[config.mk]
export PLATFORM = sky130hd
export DESIGN_NAME = vga_fx_sequencer_flat
export DESIGN_NICKNAME = d
export VERILOG_FILES = /design/src/rtl/vga_fx_sequencer_if.sv /design/src/rtl/vga_fx_sequencer.sv /design/src/flat_wrapper.sv
export SDC_FILE = /design/constraint.sdc
export NUM_CORES = 1
export LEC_CHECK = 0
export CAP_MARGIN = 20
export CORE_AREA = 5 5 124 126
export DETAILED_ROUTE_END_ITERATION = 12
export DIE_AREA = 0 0 129 131
export PLACE_DENSITY = 0.82
export RECOVER_POWER = 100
export SETUP_SLACK_MARGIN = 0.5
export SLEW_MARGIN = 10
export SYNTH_ARGS = -nofsm -noshare
export SYNTH_HDL_FRONTEND = slang
export SYNTH_SLANG_ARGS = --single-unit
export TNS_END_PERCENT = 30
[constraint.sdc]
create_clock -name clk -period 12.35 [get_ports clk]
set_clock_uncertainty 0.05 [all_clocks]
set_input_delay 1.8525 -clock clk [delete_from_list [all_inputs] [get_ports clk]]
set_output_delay 1.8525 -clock clk [all_outputs]
set_load 0.05 [all_outputs]
[src/rtl/vga_fx_sequencer_if.sv]
// Control, script-write and status bundle between the VGA top level
// and the noise-overlay scene sequencer.
interface vga_fx_sequencer_if #(
  parameter int ADDR_W = 3
);
  // timing inputs from hvsync_generator
  logic              vsync;
  logic              display_on;
  // sequencing controls
  logic              run;
  logic              loop;
  logic [ADDR_W-1:0] last_idx;
  // script table write port: {reseed, mask[7:0], dur[7:0]}
  logic              wr_en;
  logic [ADDR_W-1:0] wr_addr;
  logic [16:0]       wr_data;
  // overlay outputs and status
  logic [7:0]        noise_mask;
  logic              pcg_en;
  logic              pcg_reseed;
  logic [ADDR_W-1:0] scene_idx;
  logic [7:0]        frame_cnt;
  logic              busy;

  // driver side: timing source, controller and script loader
  modport master (
    output vsync, display_on, run, loop, last_idx, wr_en, wr_addr, wr_data,
    input  noise_mask, pcg_en, pcg_reseed, scene_idx, frame_cnt, busy
  );

  // sequencer side
  modport slave (
    input  vsync, display_on, run, loop, last_idx, wr_en, wr_addr, wr_data,
    output noise_mask, pcg_en, pcg_reseed, scene_idx, frame_cnt, busy
  );
endinterface

[src/rtl/vga_fx_sequencer.sv]
// Frame-synchronous scene scheduler for the PCG noise overlay.
// Steps through a small script table on vsync frame ticks, drives the
// noise mask (only ever changed on a tick, so it is tear-free), gates
// PCG advance to active video and issues one-cycle reseed requests.
module vga_fx_sequencer #(
  parameter int   DEPTH        = 8,
  parameter int   ADDR_W       = 3,
  parameter logic VSYNC_ACTIVE = 1'b1
) (
  input logic                clk,
  input logic                reset,
  vga_fx_sequencer_if.slave  bus
);

  typedef enum logic {
    IDLE = 1'b0,
    RUN  = 1'b1
  } state_t;

  // what the current cycle does to the sequencer state
  typedef enum logic [1:0] {
    ACT_HOLD,
    ACT_LOAD,
    ACT_STOP,
    ACT_ADV
  } action_t;

  typedef struct packed {
    logic       reseed;
    logic [7:0] mask;
    logic [7:0] dur;
  } entry_t;

  entry_t            script_mem [DEPTH];
  logic              vsync_q;
  logic              tick;
  state_t            state;
  logic              busy;
  logic [7:0]        noise_mask;
  logic [7:0]        frame_cnt;
  logic [7:0]        dur_q;
  logic [ADDR_W-1:0] scene_idx;
  logic              pcg_reseed;
  logic              scene_end;
  logic              at_last;
  logic [ADDR_W-1:0] next_idx;
  action_t           act;
  logic [ADDR_W-1:0] load_idx;
  entry_t            load_entry;

  // Delay vsync one clock for start-of-pulse detection; the reset value
  // equals the active level so reset release never looks like a pulse start.
  always_ff @(posedge clk or posedge reset) begin
    if (reset) vsync_q <= VSYNC_ACTIVE;
    else       vsync_q <= bus.vsync;
  end

  assign tick = (bus.vsync == VSYNC_ACTIVE) && (vsync_q != VSYNC_ACTIVE);

  // Script table: writable at any time; reset clears every entry.
  always_ff @(posedge clk or posedge reset) begin
    if (reset) begin
      // NOTE: reset on a memory turns it into plain flops; intended here because the table must come up cleared.
      for (int i = 0; i < DEPTH; i++) script_mem[i] <= '0;
    end else if (bus.wr_en) begin
      script_mem[bus.wr_addr] <= entry_t'(bus.wr_data);
    end
  end

  // dur=0 wraps to 255 here, which makes a zero duration last 256 frames.
  assign scene_end = (frame_cnt == (dur_q - 8'd1));
  assign at_last   = (scene_idx == bus.last_idx);
  assign next_idx  = scene_idx + ADDR_W'(1);

  // Decide what this frame tick does; nothing happens between ticks.
  always_comb begin
    // NOTE: default every always_comb output first so no path infers a latch.
    act      = ACT_HOLD;
    load_idx = '0;
    if (tick) begin
      unique case (state)
        IDLE: begin
          if (bus.run) act = ACT_LOAD;
        end
        RUN: begin
          if (!bus.run) begin
            act = ACT_STOP;
          end else if (scene_end) begin
            if (!at_last) begin
              // a lowered last_idx below scene_idx lets this roll over naturally
              act      = ACT_LOAD;
              load_idx = next_idx;
            end else if (bus.loop) begin
              act = ACT_LOAD;
            end else begin
              act = ACT_STOP;
            end
          end else begin
            act = ACT_ADV;
          end
        end
        default: act = ACT_HOLD;
      endcase
    end
  end

  // Reads the pre-write contents when a write hits the entry being loaded.
  assign load_entry = script_mem[load_idx];

  // Sequencer FSM with registered outputs.
  always_ff @(posedge clk or posedge reset) begin
    if (reset) begin
      state      <= IDLE;
      busy       <= 1'b0;
      noise_mask <= '0;
      scene_idx  <= '0;
      frame_cnt  <= '0;
      dur_q      <= '0;
      pcg_reseed <= 1'b0;
    end else begin
      // NOTE: non-blocking default then override gives a clean one-cycle pulse.
      pcg_reseed <= 1'b0;
      unique case (act)
        ACT_LOAD: begin
          state      <= RUN;
          busy       <= 1'b1;
          scene_idx  <= load_idx;
          frame_cnt  <= '0;
          noise_mask <= load_entry.mask;
          dur_q      <= load_entry.dur;
          pcg_reseed <= load_entry.reseed;
        end
        ACT_STOP: begin
          state      <= IDLE;
          busy       <= 1'b0;
          scene_idx  <= '0;
          frame_cnt  <= '0;
          noise_mask <= '0;
        end
        ACT_ADV: begin
          frame_cnt <= frame_cnt + 8'd1;
        end
        default: begin
        end
      endcase
    end
  end

  assign bus.noise_mask = noise_mask;
  assign bus.scene_idx  = scene_idx;
  assign bus.frame_cnt  = frame_cnt;
  assign bus.busy       = busy;
  assign bus.pcg_reseed = pcg_reseed;
  // PCG only advances on visible pixels of a running scene.
  assign bus.pcg_en     = busy & bus.display_on;

endmodule

[src/flat_wrapper.sv]
// flat-port wrapper written by rule: the top's interface ports become plain ports
module vga_fx_sequencer_flat 
#(
  parameter int   DEPTH        = 8,
  parameter int   ADDR_W       = 3,
  parameter logic VSYNC_ACTIVE = 1'b1
)
  (clk, reset, bus_vsync, bus_display_on, bus_run, bus_loop, bus_last_idx, bus_wr_en, bus_wr_addr, bus_wr_data, bus_noise_mask, bus_pcg_en, bus_pcg_reseed, bus_scene_idx, bus_frame_cnt, bus_busy);
  vga_fx_sequencer_if #(.ADDR_W(ADDR_W)) bus_i ();
  input logic clk;
  input logic reset;
  input wire logic [$bits(bus_i.vsync)-1:0] bus_vsync;
  input wire logic [$bits(bus_i.display_on)-1:0] bus_display_on;
  input wire logic [$bits(bus_i.run)-1:0] bus_run;
  input wire logic [$bits(bus_i.loop)-1:0] bus_loop;
  input wire logic [$bits(bus_i.last_idx)-1:0] bus_last_idx;
  input wire logic [$bits(bus_i.wr_en)-1:0] bus_wr_en;
  input wire logic [$bits(bus_i.wr_addr)-1:0] bus_wr_addr;
  input wire logic [$bits(bus_i.wr_data)-1:0] bus_wr_data;
  output wire logic [$bits(bus_i.noise_mask)-1:0] bus_noise_mask;
  output wire logic [$bits(bus_i.pcg_en)-1:0] bus_pcg_en;
  output wire logic [$bits(bus_i.pcg_reseed)-1:0] bus_pcg_reseed;
  output wire logic [$bits(bus_i.scene_idx)-1:0] bus_scene_idx;
  output wire logic [$bits(bus_i.frame_cnt)-1:0] bus_frame_cnt;
  output wire logic [$bits(bus_i.busy)-1:0] bus_busy;
  assign bus_i.vsync = bus_vsync;
  assign bus_i.display_on = bus_display_on;
  assign bus_i.run = bus_run;
  assign bus_i.loop = bus_loop;
  assign bus_i.last_idx = bus_last_idx;
  assign bus_i.wr_en = bus_wr_en;
  assign bus_i.wr_addr = bus_wr_addr;
  assign bus_i.wr_data = bus_wr_data;
  assign bus_noise_mask = bus_i.noise_mask;
  assign bus_pcg_en = bus_i.pcg_en;
  assign bus_pcg_reseed = bus_i.pcg_reseed;
  assign bus_scene_idx = bus_i.scene_idx;
  assign bus_frame_cnt = bus_i.frame_cnt;
  assign bus_busy = bus_i.busy;
  vga_fx_sequencer #(.DEPTH(DEPTH), .ADDR_W(ADDR_W), .VSYNC_ACTIVE(VSYNC_ACTIVE)) u_core (.clk(clk), .reset(reset), .bus(bus_i));
endmodule
### After elaboration in Yosys (flattened, before gate mapping)

Index checks and enable logic that the tools add are counted.

| word-level totals | value |
|---|---|
| flip-flop bits (word level) | 166 |
| input bits | 30 |
| output and inout port bits | 22 |
| word-level logic and storage cells | 75 |

| operators by class | value |
|---|---|
| $add $sub $neg | 3 |
| order comparisons | 3 |
| equal/unequal tests | 5 |
| mux-type cells | 23 |
| bitwise logic cells | 5 |
| reductions and logical operators | 5 |

Operators with widths:

| kind | count |
|---|---|
| bitwise mux 136 bit | 1 |
| binary-select mux 17 bit (select 3 bit) | 1 |
| demux 17 bit (select 3 bit) | 1 |
| 2-to-1 mux 17 bit | 3 |
| case mux 8 bit (2 select lines) | 2 |
| 2-to-1 mux 3 bit | 5 |
| 2-to-1 mux 2 bit | 5 |
| adder 8 x 1 -> 8 bit, second input constant | 1 |
| == test 8 bit | 1 |
| greater-or-equal comparator 4 bit, second input constant | 2 |
| inverter 3 -> 4 bit | 2 |
| subtractor 8 x 1 -> 8 bit, second input constant | 1 |
| case mux 3 bit (2 select lines) | 1 |
| == test 2 bit, second input constant | 2 |
| less-than comparator 4 x 1 -> 1 bit, second input constant | 1 |
| case mux 2 bit (2 select lines) | 1 |
| nonzero test 2 bit | 2 |
| adder 3 x 1 -> 3 bit, second input constant | 1 |
| == test 3 bit | 1 |
| == test 2 x 1 -> 1 bit, second input constant | 1 |
| logical AND 1 bit | 2 |
| 2-to-1 mux 1 bit | 2 |
| inverter 1 bit | 2 |
| case mux 1 bit (2 select lines) | 1 |
| 2 further kinds | 2 |

### Logic depth before layout (Yosys ltp)

| logic depth | value |
|---|---|
| word-level depth | 11 |
| mapped depth | 16 |
| depth with buffers taken out | 14 |

### Worst setup path after synthesis

Ideal clock, no wire load.

| timing path | value |
|---|---|
| path type | input -> output |
| start point | input bus_display_on |
| end point | output bus_pcg_en |
| data arrival time | 2.264 ns |
| required time | 10.447 ns |
| path slack | 8.183 ns |
| cell stages on the path | 1 |
| path buffers | 0 |
| path through | and2_1 |

| on the way | value |
|---|---|
| cells in the longest elaborated chain, start to end | 1 |

Ends and longest elaborated chain:

| item | line | RTL |
|---|---|---|
| start: declaration | flat_wrapper.sv:13 | `input wire logic [$bits(bus_i.display_on)-1:0] bus_display_on;` |
| bitwise AND 1 bit | vga_fx_sequencer.sv:155 | `assign bus.pcg_en = busy & bus.display_on;` |
| end: declaration | flat_wrapper.sv:21 | `output wire logic [$bits(bus_i.pcg_en)-1:0] bus_pcg_en;` |

Every way passes these cells.

### Final worst setup path

| timing path | value |
|---|---|
| start point | input bus_last_idx[0] |
| end point | register u_core.noise_mask[1], in the netlist u_core.bus.noise_mask[1] |

| on the way | value |
|---|---|
| cells in the longest elaborated chain, start to end | 11 |
| elaborated cells between the ends (all ways) | 19 |
| classes of those cells | eq/ne: 3; mux: 14; bitwise: 1; reduce/logical: 1 |

Ends and longest elaborated chain:

| item | line | RTL |
|---|---|---|
| start: declaration | flat_wrapper.sv:16 | `input wire logic [$bits(bus_i.last_idx)-1:0] bus_last_idx;` |
| == test 3 bit (*) | vga_fx_sequencer.sv:72 | `assign at_last = (scene_idx == bus.last_idx);` |
| 2-to-1 mux 3 bit | vga_fx_sequencer.sv:89 | `if (!at_last) begin` |
| 2-to-1 mux 3 bit | vga_fx_sequencer.sv:88 | `end else if (scene_end) begin` |
| 2-to-1 mux 3 bit | vga_fx_sequencer.sv:86 | `if (!bus.run) begin` |
| 2-to-1 mux 3 bit | vga_fx_sequencer.sv:81 | `unique case (state)` |
| 2-to-1 mux 3 bit | vga_fx_sequencer.sv:80 | `if (tick) begin` |
| inverter 3 -> 4 bit (not written as such) | vga_fx_sequencer.sv:108 | `assign load_entry = script_mem[load_idx];` |
| binary-select mux 17 bit (select 3 bit) | vga_fx_sequencer.sv:108 |  |
| 2-to-1 mux 17 bit (not written as such) (2 in a row) | vga_fx_sequencer.sv:108 |  |
| case mux 8 bit (2 select lines) | vga_fx_sequencer.sv:123 | `unique case (act)` |
| end signal: assignment | vga_fx_sequencer.sv:129 | `noise_mask <= load_entry.mask;` |
| end: declaration | vga_fx_sequencer.sv:39 | `logic [7:0] noise_mask;` |

Mark *: on every way between the ends. The rest lies on a longest branch, timed or not. The select of a mux whose other input is x is not followed.
A chain may end at the register's enable or synchronous reset.

==> out/summary.txt <==
GPL Wtd Cong - 0.8052
Outcome - complete, but fails checks
Sink Count - 166
WS Path Type - in2reg
Worst vdd ir - 0.00009984 V
Post-synth EDFFs - 0
WL/cell - 21.41 um
Final worst slack - 5.804 ns
Crit path capture type - flip-flop
First-pass GRT wire length - 31440 um
Synthesized Nets - 687
PD cells - 170.6 nW/um^2
Post-CTS setup buffer count - 0
FILL cells - 1038
Pwr Total - 1.589 mW
Vias in the first global route - 6079
Max Slew Vio Count - 125
DP Area - 8775 um^2
IO Port Bufs - 51
CTS clk-pin slew, worst paths - 0.06 ns
Async SR Flop Fraction - 100.0%
Worst R2R Setup Slack - 6.63 ns
Top-area cell type share of the netlist area - 51.20%
Max-cap violation count - 3
H-tree depth - 4
Die height - 131 um
Number of buffers created by CTS - 17
Crit Path Max Fanout - 28
Routed Antenna Nets - 0
Area grow syn2layout - 15.52%
Dominant synthesized flop cell - dfrtp_1
Hold WC Path Type - reg2reg
# DRC - 0
Via Count - 5678
Share of layout cells above drive strength 1 - 28.97%
Antenna violations before repair - 0
Synthesized instance count - 650
DRT Pass-1 Iters - 5
Number of library cell types mapped by synthesis - 53
Final setup vio count - 0
DP HPWL - 12320 um
Grt ovf - 0
Fin util - 65.58%
Antenna diodes - 0
Yosys Warn Count - 0
Post_cts resized - 0
Drt total wl - 19160 um
Rows - 44
Die Area - 16900 um^2
Initial DRC Count - 369
GRT Overall Usage - 24.15%
Synthesized area - 8064 um^2
Maximum clock path buffer count - 2
Tightest Pin Transition - 4.262 ns
Largest net degree at the start of global routing - 99
Critical Path RT - 12.61 ns
Initial core utilization - 56.77%
Die Span X - 129 um
Critical Path AT - 6.81 ns
Leakage - 3.836 nW
Yosys top cell by area - dfrtp_1
# IOs - 52
Pre-CTS WS - 7.241 ns
Post-CTS Hold Fix Bufs - 0
RSZ-0062 raised after global routing - false
Minimum clock period - 6.546 ns
Setup tns final - 0 ns
Failing checks - capacitance limit, slew limit
Vias per cell - 6.344
Largest cells by area after synthesis - dfrtp_1 (51%), mux2_2 (21%), mux2i_1 (3.1%), nor2_1 (1.7%), o22ai_1 (1.3%)
Root buf cell - clkbuf_16
CTS tree - yes
FF+latch count, synth - 166
Design area - 9315 um^2
Worst-skew pair later-pin latency - 0.43 ns
Post-synthesis sequential area ratio - 51.53%
CP Launch Type - primary input
CORE AREA - 14200 um^2
Final worst-path cycle share - 53.00%
Slew headroom - -185.7%
Hold Vio Cnt, Final - 0
Nets@finish - 737
Mapped Avg Cell Area - 12.41 um^2
Maximum clock rate - 152.8 MHz
==> worst paths after layout <==
| check | from | to | cells after the start |
|---|---|---|---|
| worst min register to register | u_core.script_mem[18]$_DFFE_PP0P_ | u_core.script_mem[18]$_DFFE_PP0P_ | 1 |
| worst min-delay path | u_core.script_mem[18]$_DFFE_PP0P_ | u_core.script_mem[18]$_DFFE_PP0P_ | 1 |
| max in group asynchronous | reset | u_core.dur_q[3]$_DFFE_PP0N_ | 3 |
| worst max-delay path | bus_last_idx[0] | u_core.bus.noise_mask[1]$_DFFE_PP0P_ | 9 |
| worst max register to register | u_core.dur_q[0]$_DFFE_PP0N_ | u_core.bus.noise_mask[1]$_DFFE_PP0P_ | 10 |
| min in group asynchronous | reset | u_core.bus.scene_idx[1]$_DFFE_PP0P_ | 2 |
==> layer usage <==
layer	up-vias	GRT usage (%)	wire length (um)
met5	-	0	0
met4	0	9.574	496
met3	46	5.813	1103
met2	181	40.58	9593
met1	2955	30.33	7968
li1	2496	-	-
==> Yosys cell counts, drive strengths merged, types with 7 or more instances <==
cell type	instances
dfrtp	165
mux2	153
nor2	37
mux2i	25
o21ai	25
nor3	23
clkbuf	22
nand2	20
o22ai	17
buf	12
nor2b	11
nor3b	10
a211o	9
a211oi	9
a31o	9
inv	9
nand3	9
xnor2	9
a2111oi	7
ha	7
xor2	7
==> sequential cells by signal, indices dropped and copies added (netlist names) <==
name                   count
u_core.bus.pcg_reseed      1
u_core.bus.scene_idx       3
u_core.vsync_q             1
u_core.bus.frame_cnt       8
u_core.dur_q               8
u_core.script_mem        136
u_core.state               1
u_core.bus.noise_mask      8
==> placed cells by master, fill, tap and decap left out, types with 9 or more instances in the layout <==
cell and instances:
dfrtp_1 165, mux2_2 148, nor2_1 37, dlygate4sd3_1 27, mux2i_1 25, clkdlybuf4s50_1 24, o21ai_0 21, nand2_1 20
o22ai_1 17, clkbuf_16 17, nor3_1 15, clkbuf_1 12, nor2b_1 11, nor3b_1 10, xnor2_1 9, nand3_1 9
a31o_2 9, a211o_1 9, a211oi_1 9
==> cell type report <==
class | instances | area (um^2) | area share [%]
clock inverters | 8 | 148.9 | 1.598
multi-input cells | 440 | 3696 | 39.68
well taps | 184 | 230.2 | 2.471
inverters | 10 | 38.79 | 0.4164
clock buffers | 22 | 464.2 | 4.983
repair buffers | 65 | 581.8 | 6.246
flip-flops and latches | 166 | 4155 | 44.61
==> stage by stage <==
step                      hold slack, ns  instances
after floorplan                   0.4206        650
after global placement            0.4314        865
after detailed placement          0.4376        865
after CTS                         0.4510        895
after global routing              0.4646        895
final                             0.4530        895
==> cells by family after synthesis <==
group           share of synthesized area [%]
compound gates                          8.704
xor+xnor                                1.738
fa+ha+maj                               1.086
buf+inv                                 2.607
flops                                   51.53
mux                                     24.47
simple gates                            9.868
==> worst max-delay path, stage by stage <==
cell,delay [ns]
dlygate4sd3_1,0.55
xnor2_1,0.15
a31oi_1,0.32
nand4_1,0.15
nor4_1,1.99
clkbuf_1,1.13
nor3b_1,0.28
a2111oi_0,0.10
a211o_1,0.28
==> power by group <==
part	total [mW]	switching (mW)	internal, mW
clock	0.552	0.205	0.347
sequential	0.734	0.0734	0.660
combinational	0.304	0.152	0.152
total	1.59	0.430	1.16
Power figures use the tool's default switching activity.
